`src/rtl/axis_cmd_pkg.sv`:
```
// Shared definitions for the axis_cmd command sequencer: 3-bit state
// encoding and transfer direction constants.
// No ports; imported by axis_cmd and axis_cmd_cnt.
package axis_cmd_pkg;

  typedef enum logic [2:0] {
    ST_IDLE = 3'd0,
    ST_ADDR = 3'd1,
    ST_LEN  = 3'd2,
    ST_GO   = 3'd3,
    ST_WAIT = 3'd4
  } state_t;

  localparam logic DIR_WR = 1'b0;
  localparam logic DIR_RD = 1'b1;

endpackage

```
`src/rtl/axis_cmd_cnt.sv`:
```
// Beat counter for completion tracking: load, decrement, zero flag.
// Latency: count updates on the clock edge after load/dec; zero is combinational.
// Ports: clk, rst (async active-low), load, dec, load_val in; count, zero out.
// Only built when AXIS_CMD_DONE_EN is defined, since nothing else uses it.
`ifdef AXIS_CMD_DONE_EN
module axis_cmd_cnt
  import axis_cmd_pkg::*;
#(
  parameter int LEN_WIDTH = 32
) (
  input  logic                 clk,
  input  logic                 rst,
  input  logic                 load,
  input  logic                 dec,
  input  logic [LEN_WIDTH-1:0] load_val,
  output logic [LEN_WIDTH-1:0] count,
  output logic                 zero
);

  always_ff @(posedge clk or negedge rst) begin
    if (!rst) begin
      count <= '0;
    end else if (load) begin
      count <= load_val;
    end else if (dec && (count != '0)) begin
      // Saturate at zero so stray monitor pulses can never wrap the count.
      count <= count - LEN_WIDTH'(1);
    end
  end

  assign zero = (count == '0);

endmodule
`endif

```
`src/rtl/axis_cmd.sv`:
```
// Command sequencer: turns one {dir, addr, len} command into three cfg-bus
// writes (start address, length, go) toward an AXI stream engine.
// Latency: cfg beats on cycles +1..+3 after acceptance; no cfg backpressure,
// cmd_ready is high only in IDLE.
// Ports: clk, rst (async active-low); cmd_* command handshake; cfg_* write
// strobe bus; wr_mon/rd_mon stream handshake monitors; wr_done/rd_done pulses;
// busy.
// Build option AXIS_CMD_DONE_EN: adds the WAIT state, beat counter and done
// pulses. Without it GO returns straight to IDLE and the done outputs are 0.
module axis_cmd
  import axis_cmd_pkg::*;
#(
  parameter int CFG_ID_WR  = 1,
  parameter int CFG_ID_RD  = 2,
  parameter int CFG_ADDR   = 23,
  parameter int CFG_DATA   = 24,
  parameter int CFG_AWIDTH = 5,
  parameter int CFG_DWIDTH = 32,
  parameter int LEN_WIDTH  = 32
) (
  input  logic                  clk,
  input  logic                  rst,
  input  logic                  cmd_valid,
  input  logic                  cmd_dir,
  input  logic [CFG_DWIDTH-1:0] cmd_addr,
  input  logic [LEN_WIDTH-1:0]  cmd_len,
  output logic                  cmd_ready,
  output logic [CFG_AWIDTH-1:0] cfg_addr,
  output logic [CFG_DWIDTH-1:0] cfg_data,
  output logic                  cfg_valid,
  input  logic                  wr_mon,
  input  logic                  rd_mon,
  output logic                  wr_done,
  output logic                  rd_done,
  output logic                  busy
);

  state_t                state;
  state_t                state_nxt;
  logic                  accept;
  logic                  lat_dir;
  logic [CFG_DWIDTH-1:0] lat_addr;
  logic [LEN_WIDTH-1:0]  lat_len;

  assign accept = cmd_valid && (state == ST_IDLE);

  // Command latch
  always_ff @(posedge clk or negedge rst) begin
    if (!rst) begin
      lat_dir  <= DIR_WR;
      lat_addr <= '0;
      lat_len  <= '0;
    end else if (accept) begin
      lat_dir  <= cmd_dir;
      lat_addr <= cmd_addr;
      lat_len  <= cmd_len;
    end
  end

`ifdef AXIS_CMD_DONE_EN
  logic                 mon_sel;
  logic                 cnt_dec;
  logic                 cnt_last;
  logic [LEN_WIDTH-1:0] cnt_count;
  logic                 cnt_zero;

  // Only the monitor of the issued direction advances the count.
  assign mon_sel  = (lat_dir == DIR_RD) ? rd_mon : wr_mon;
  assign cnt_dec  = (state == ST_WAIT) && mon_sel;
  // The final beat is the decrement from 1 to 0; leave WAIT on that edge so
  // the done pulse and IDLE coincide in the next cycle.
  assign cnt_last = cnt_dec && (cnt_count == LEN_WIDTH'(1));

  axis_cmd_cnt #(
    .LEN_WIDTH (LEN_WIDTH)
  ) u_cnt (
    .clk      (clk),
    .rst      (rst),
    .load     (state == ST_GO),
    .dec      (cnt_dec),
    .load_val (lat_len),
    .count    (cnt_count),
    .zero     (cnt_zero)
  );

  // Done pulses: either a zero-length command (no cfg beats, completes
  // immediately) or the last tracked beat.
  always_ff @(posedge clk or negedge rst) begin
    if (!rst) begin
      wr_done <= 1'b0;
      rd_done <= 1'b0;
    end else begin
      wr_done <= 1'b0;
      rd_done <= 1'b0;
      if (accept && (cmd_len == '0)) begin
        wr_done <= (cmd_dir == DIR_WR);
        rd_done <= (cmd_dir == DIR_RD);
      end else if (cnt_last) begin
        wr_done <= (lat_dir == DIR_WR);
        rd_done <= (lat_dir == DIR_RD);
      end
    end
  end
`else
  logic unused_mon;
  assign unused_mon = wr_mon ^ rd_mon;
  assign wr_done    = 1'b0;
  assign rd_done    = 1'b0;
`endif

  // State register
  always_ff @(posedge clk or negedge rst) begin
    if (!rst) begin
      state <= ST_IDLE;
    end else begin
      state <= state_nxt;
    end
  end

  // Next-state logic
  always_comb begin
    state_nxt = state;
    case (state)
      ST_IDLE: begin
        if (accept && (cmd_len != '0)) begin
          state_nxt = ST_ADDR;
        end
      end
      ST_ADDR: state_nxt = ST_LEN;
      ST_LEN:  state_nxt = ST_GO;
`ifdef AXIS_CMD_DONE_EN
      ST_GO:   state_nxt = ST_WAIT;
      ST_WAIT: begin
        // cnt_zero only guards against a count that can never finish.
        if (cnt_last || cnt_zero) begin
          state_nxt = ST_IDLE;
        end
      end
`else
      ST_GO:   state_nxt = ST_IDLE;
`endif
      default: state_nxt = ST_IDLE;
    endcase
  end

  // Output logic, decoded straight from state so reset clears it at once.
  always_comb begin
    cmd_ready = (state == ST_IDLE);
    busy      = (state != ST_IDLE);
    cfg_valid = 1'b0;
    cfg_addr  = '0;
    cfg_data  = '0;
    case (state)
      ST_ADDR: begin
        cfg_valid = 1'b1;
        cfg_addr  = CFG_AWIDTH'(CFG_ADDR);
        cfg_data  = lat_addr;
      end
      ST_LEN: begin
        cfg_valid = 1'b1;
        cfg_addr  = CFG_AWIDTH'(CFG_DATA);
        cfg_data  = CFG_DWIDTH'(lat_len);
      end
      ST_GO: begin
        cfg_valid = 1'b1;
        cfg_addr  = (lat_dir == DIR_RD) ? CFG_AWIDTH'(CFG_ID_RD) : CFG_AWIDTH'(CFG_ID_WR);
        cfg_data  = CFG_DWIDTH'(1);
      end
      default: ;
    endcase
  end

endmodule
```
`config.mk`:
```
export PLATFORM = sky130hd
export DESIGN_NAME = axis_cmd
export DESIGN_NICKNAME = d
export VERILOG_FILES = /design/src/rtl/axis_cmd_pkg.sv /design/src/rtl/axis_cmd_cnt.sv /design/src/rtl/axis_cmd.sv
export SDC_FILE = /design/constraint.sdc
export NUM_CORES = 1
export LEC_CHECK = 0
export ABC_AREA = 1
export CAP_MARGIN = 40
export CORE_UTILIZATION = 40
export CTS_CLUSTER_SIZE = 30
export DETAILED_ROUTE_END_ITERATION = 12
export DONT_BUFFER_PORTS = 1
export REMOVE_ABC_BUFFERS = 1
export SLEW_MARGIN = 5
export SYNTH_ARGS = -nofsm -noshare
export SYNTH_HDL_FRONTEND = slang
export SYNTH_HIERARCHICAL = 1
export SYNTH_SLANG_ARGS = --single-unit
```
`constraint.sdc`:
```
create_clock -name clk -period 2.45 [get_ports clk]
set_clock_uncertainty 0.2 [all_clocks]
set_input_delay 0.1225 -clock clk [delete_from_list [all_inputs] [get_ports clk]]
set_output_delay 0.1225 -clock clk [all_outputs]
set_load 0.05 [all_outputs]
```
==> impl_metrics.env <==
export IMPL_synth_edf_count=0
export IMPL_ios=112
export IMPL_critPathArrivalTime_ns=1.97
export IMPL_netlist_area_um2=3329
export IMPL_synth_seq_area_share_pct=50.36
export IMPL_grt_pass1_wl_mm=13.75
export IMPL_ys_async_sr_fraction_pct=100.0
export IMPL_n_fill_cell=693
export IMPL_synthAdderAreaFrac_pct=2.631
export IMPL_hold_class="in2reg"
export IMPL_ys_top_cells_by_count="nand2_1, dfrtp_1, mux2_2"
export IMPL_drc_errors=0
export IMPL_synth_seq_cells=67
export IMPL_htree_levels=3
export IMPL_synth_compound_area_share_pct=5.411
export IMPL_row_count=32
export IMPL_setup_viol=0
export IMPL_synth_avg_cell_area_um2=10.71
export IMPL_synth_warnings=6
export IMPL_grt_max_degree=68
export IMPL_cts_root_buf="clkbuf_8"
export IMPL_cts_buffers=9
export IMPL_max_vdd_ir_drop_uv=866.3
export IMPL_viasPerCell=4.907
export IMPL_synth_area_leaders="dfrtp_1, mux2_2, mux2_4, nand2_1, a21oi_1"
export IMPL_fin_cells=516
export IMPL_start_kind="flip-flop"
export IMPL_synth_simple_gate_area_share_pct=12.63
export IMPL_die_w_um=93.24
export IMPL_grt_ovfl_total=0
export IMPL_netlist_instances=311
export IMPL_fp_dieH_um=93.24
export IMPL_setup_worst_path_end_class="output port"
export IMPL_synthDistinctLibCells=18
export IMPL_placed_cells=433
export IMPL_wl_per_cell_um=16.00
export IMPL_nets=487
export IMPL_drive_above_1_share_pct=29.23
export IMPL_grt_usage_pct=20.56
export IMPL_dieArea_um2=8693
export IMPL_synthMostInstantiatedCell="nand2_1"
export IMPL_area_delta_synth_final_pct=37.54
export IMPL_rsz0062_at_grt="false"
export IMPL_drv_cap=0
export IMPL_cts_sinks=67
export IMPL_first_iter_violations=126
export IMPL_diodes=0
export IMPL_clk_pin_slew_ns=0.07
export IMPL_finalHoldViolations=0
export IMPL_firstDrtPassIters=5
export IMPL_leakage_uw=0.002110
export IMPL_crit_required_ns=2.13
export IMPL_portBuffers=0
export IMPL_cts_buffer_depth=2
export IMPL_cts_tree="built"
export IMPL_synth_main_ff_cell="dfrtp_1"
export IMPL_crit_type="reg2out"
export IMPL_hold_ws_ns=0.01377
export IMPL_synth_area_mux_share_pct=24.24
export IMPL_final_min_clock_period_ns=2.291
export IMPL_power_density_nw_per_um2=1493
export IMPL_dpl_hpwl_mm=4.915
export IMPL_globalplace_congestion=0.7219
export IMPL_clkLatencyLatePin_ns=0.33
export IMPL_grt_pass1_vias=2803
export IMPL_fmax_mhz=436.4
export IMPL_fin_crit_sh_pct=93.53
export IMPL_synth_xor_area_share_pct=0
export IMPL_synth_top_family_by_area="multiplexers"
export IMPL_crit_fanout=22
export IMPL_antenna_found_initial=0
export IMPL_wl_mm=8.258
export IMPL_synth_top_area_cell="dfrtp_1"
export IMPL_postCtsSetupRepairBufs=0
export IMPL_netlist_area_leader_share_pct=50.36
export IMPL_vias=2532
export IMPL_slew_viol_final=0
export IMPL_core_area_um2=7888
export IMPL_outcome="completed"
export IMPL_ant_nets=0
export IMPL_initial_utilization_pct=42.21
export IMPL_tns_ns=0
worst paths after layout:
check                       startpoint           end  slack [ns]  cells after the start
hold reg to reg            lat_len[27]   lat_len[27]        0.30                      2
setup / recovery              state[1]  cfg_data[25]        0.16                      6
setup reg to reg              state[0]    lat_len[7]        0.38                      5
max in group asynchronous          rst   lat_len[22]        1.62                      2
hold / removal             cmd_len[25]      state[1]        0.01                      7
min in group asynchronous          rst    lat_len[0]        0.13                      2
cell families after synthesis:
logic type | after synthesis
AND/OR/NAND/NOR | 110
AO/OA/AOI/OAI | 35
adder cells (fa/ha/maj) | 7
other | 1
buffers and inverters | 28
flip-flops | 67
multiplexers | 63
cell type report:
cell class	count	area [µm²]	share of cell area (%)
clock buffers	12	145.1	3.169
clock inverters	3	15.01	0.3279
inverters	7	26.28	0.5738
multi-input cells	217	1523	33.25
flip-flops and latches	67	1678	36.64
well taps	102	127.6	2.787
repair buffers	108	1065	23.25
through the flow:
step | instance area (µm²) | util (%) | power (µW) | setup slack, ns
floorplan | 3206 | - | 4866 | -1.281
global placement | 3694 | 46.83 | 5816 | 0.3918
detailed placement | 3694 | 46.83 | 5898 | 0.3570
CTS | 4556 | 57.76 | 6830 | 0.06277
global route | 4579 | 58.06 | 7264 | 0.01983
finish | 4579 | 58.06 | 6838 | 0.1586
timing repair:
item | in CTS | in global routing
resized for setup | 1 | 6
endpoints found under the setup margin | 1 | 22
pin swaps | 0 | 0
hold buffers | 68 | 0
endpoints found under the hold margin | 134 | 0
placed cells by master (no fill, tap or decap), types with 3 or more instances in the layout:
| master | netlist | layout |
|---|---|---|
| nand2_1 | 83 | 83 |
| dlygate4sd3_1 | 0 | 67 |
| dfrtp_1 | 67 | 66 |
| mux2_2 | 37 | 37 |
| buf_4 | 4 | 34 |
| a21oi_1 | 31 | 31 |
| mux2_4 | 26 | 26 |
| nor2_1 | 22 | 22 |
| clkbuf_8 | 0 | 10 |
| inv_1 | 7 | 7 |
| ha_1 | 7 | 5 |
| buf_12 | 0 | 5 |
| nand3_1 | 4 | 4 |
| clkinv_2 | 0 | 3 |
worst max-delay path, stage by stage, from the launching register on:
cell	delay, ns
dfrtp_2	0.47
inv_1	0.19
ha_1	0.23
buf_6	0.25
nand2_1	0.09
a21oi_1	0.19
buf_4	0.23
routing by layer:
layer / vias up / global-route usage [%] / part of all wire, % / routed length [µm]
met1: 1237 / 24.65 / 42 / 3468
li1: 1218 / - / - / -
met4: 0 / 4.231 / 0.88 / 73
met2: 70 / 36.64 / 52 / 4305
met5: - / 0 / 0 / 0
met3: 7 / 5.854 / 5.0 / 410
registers in the layout, summed over array words and instances, names as in the netlist:
name	cells
lat_len	32
state	2
lat_dir	1
lat_addr	32
where the power goes:
part | internal, µW | total [µW] | switching, µW
clock network | 385 | 775 | 390
registers | 1680 | 2010 | 328
logic | 1590 | 4050 | 2470
(Power assumes the default switching activity.)
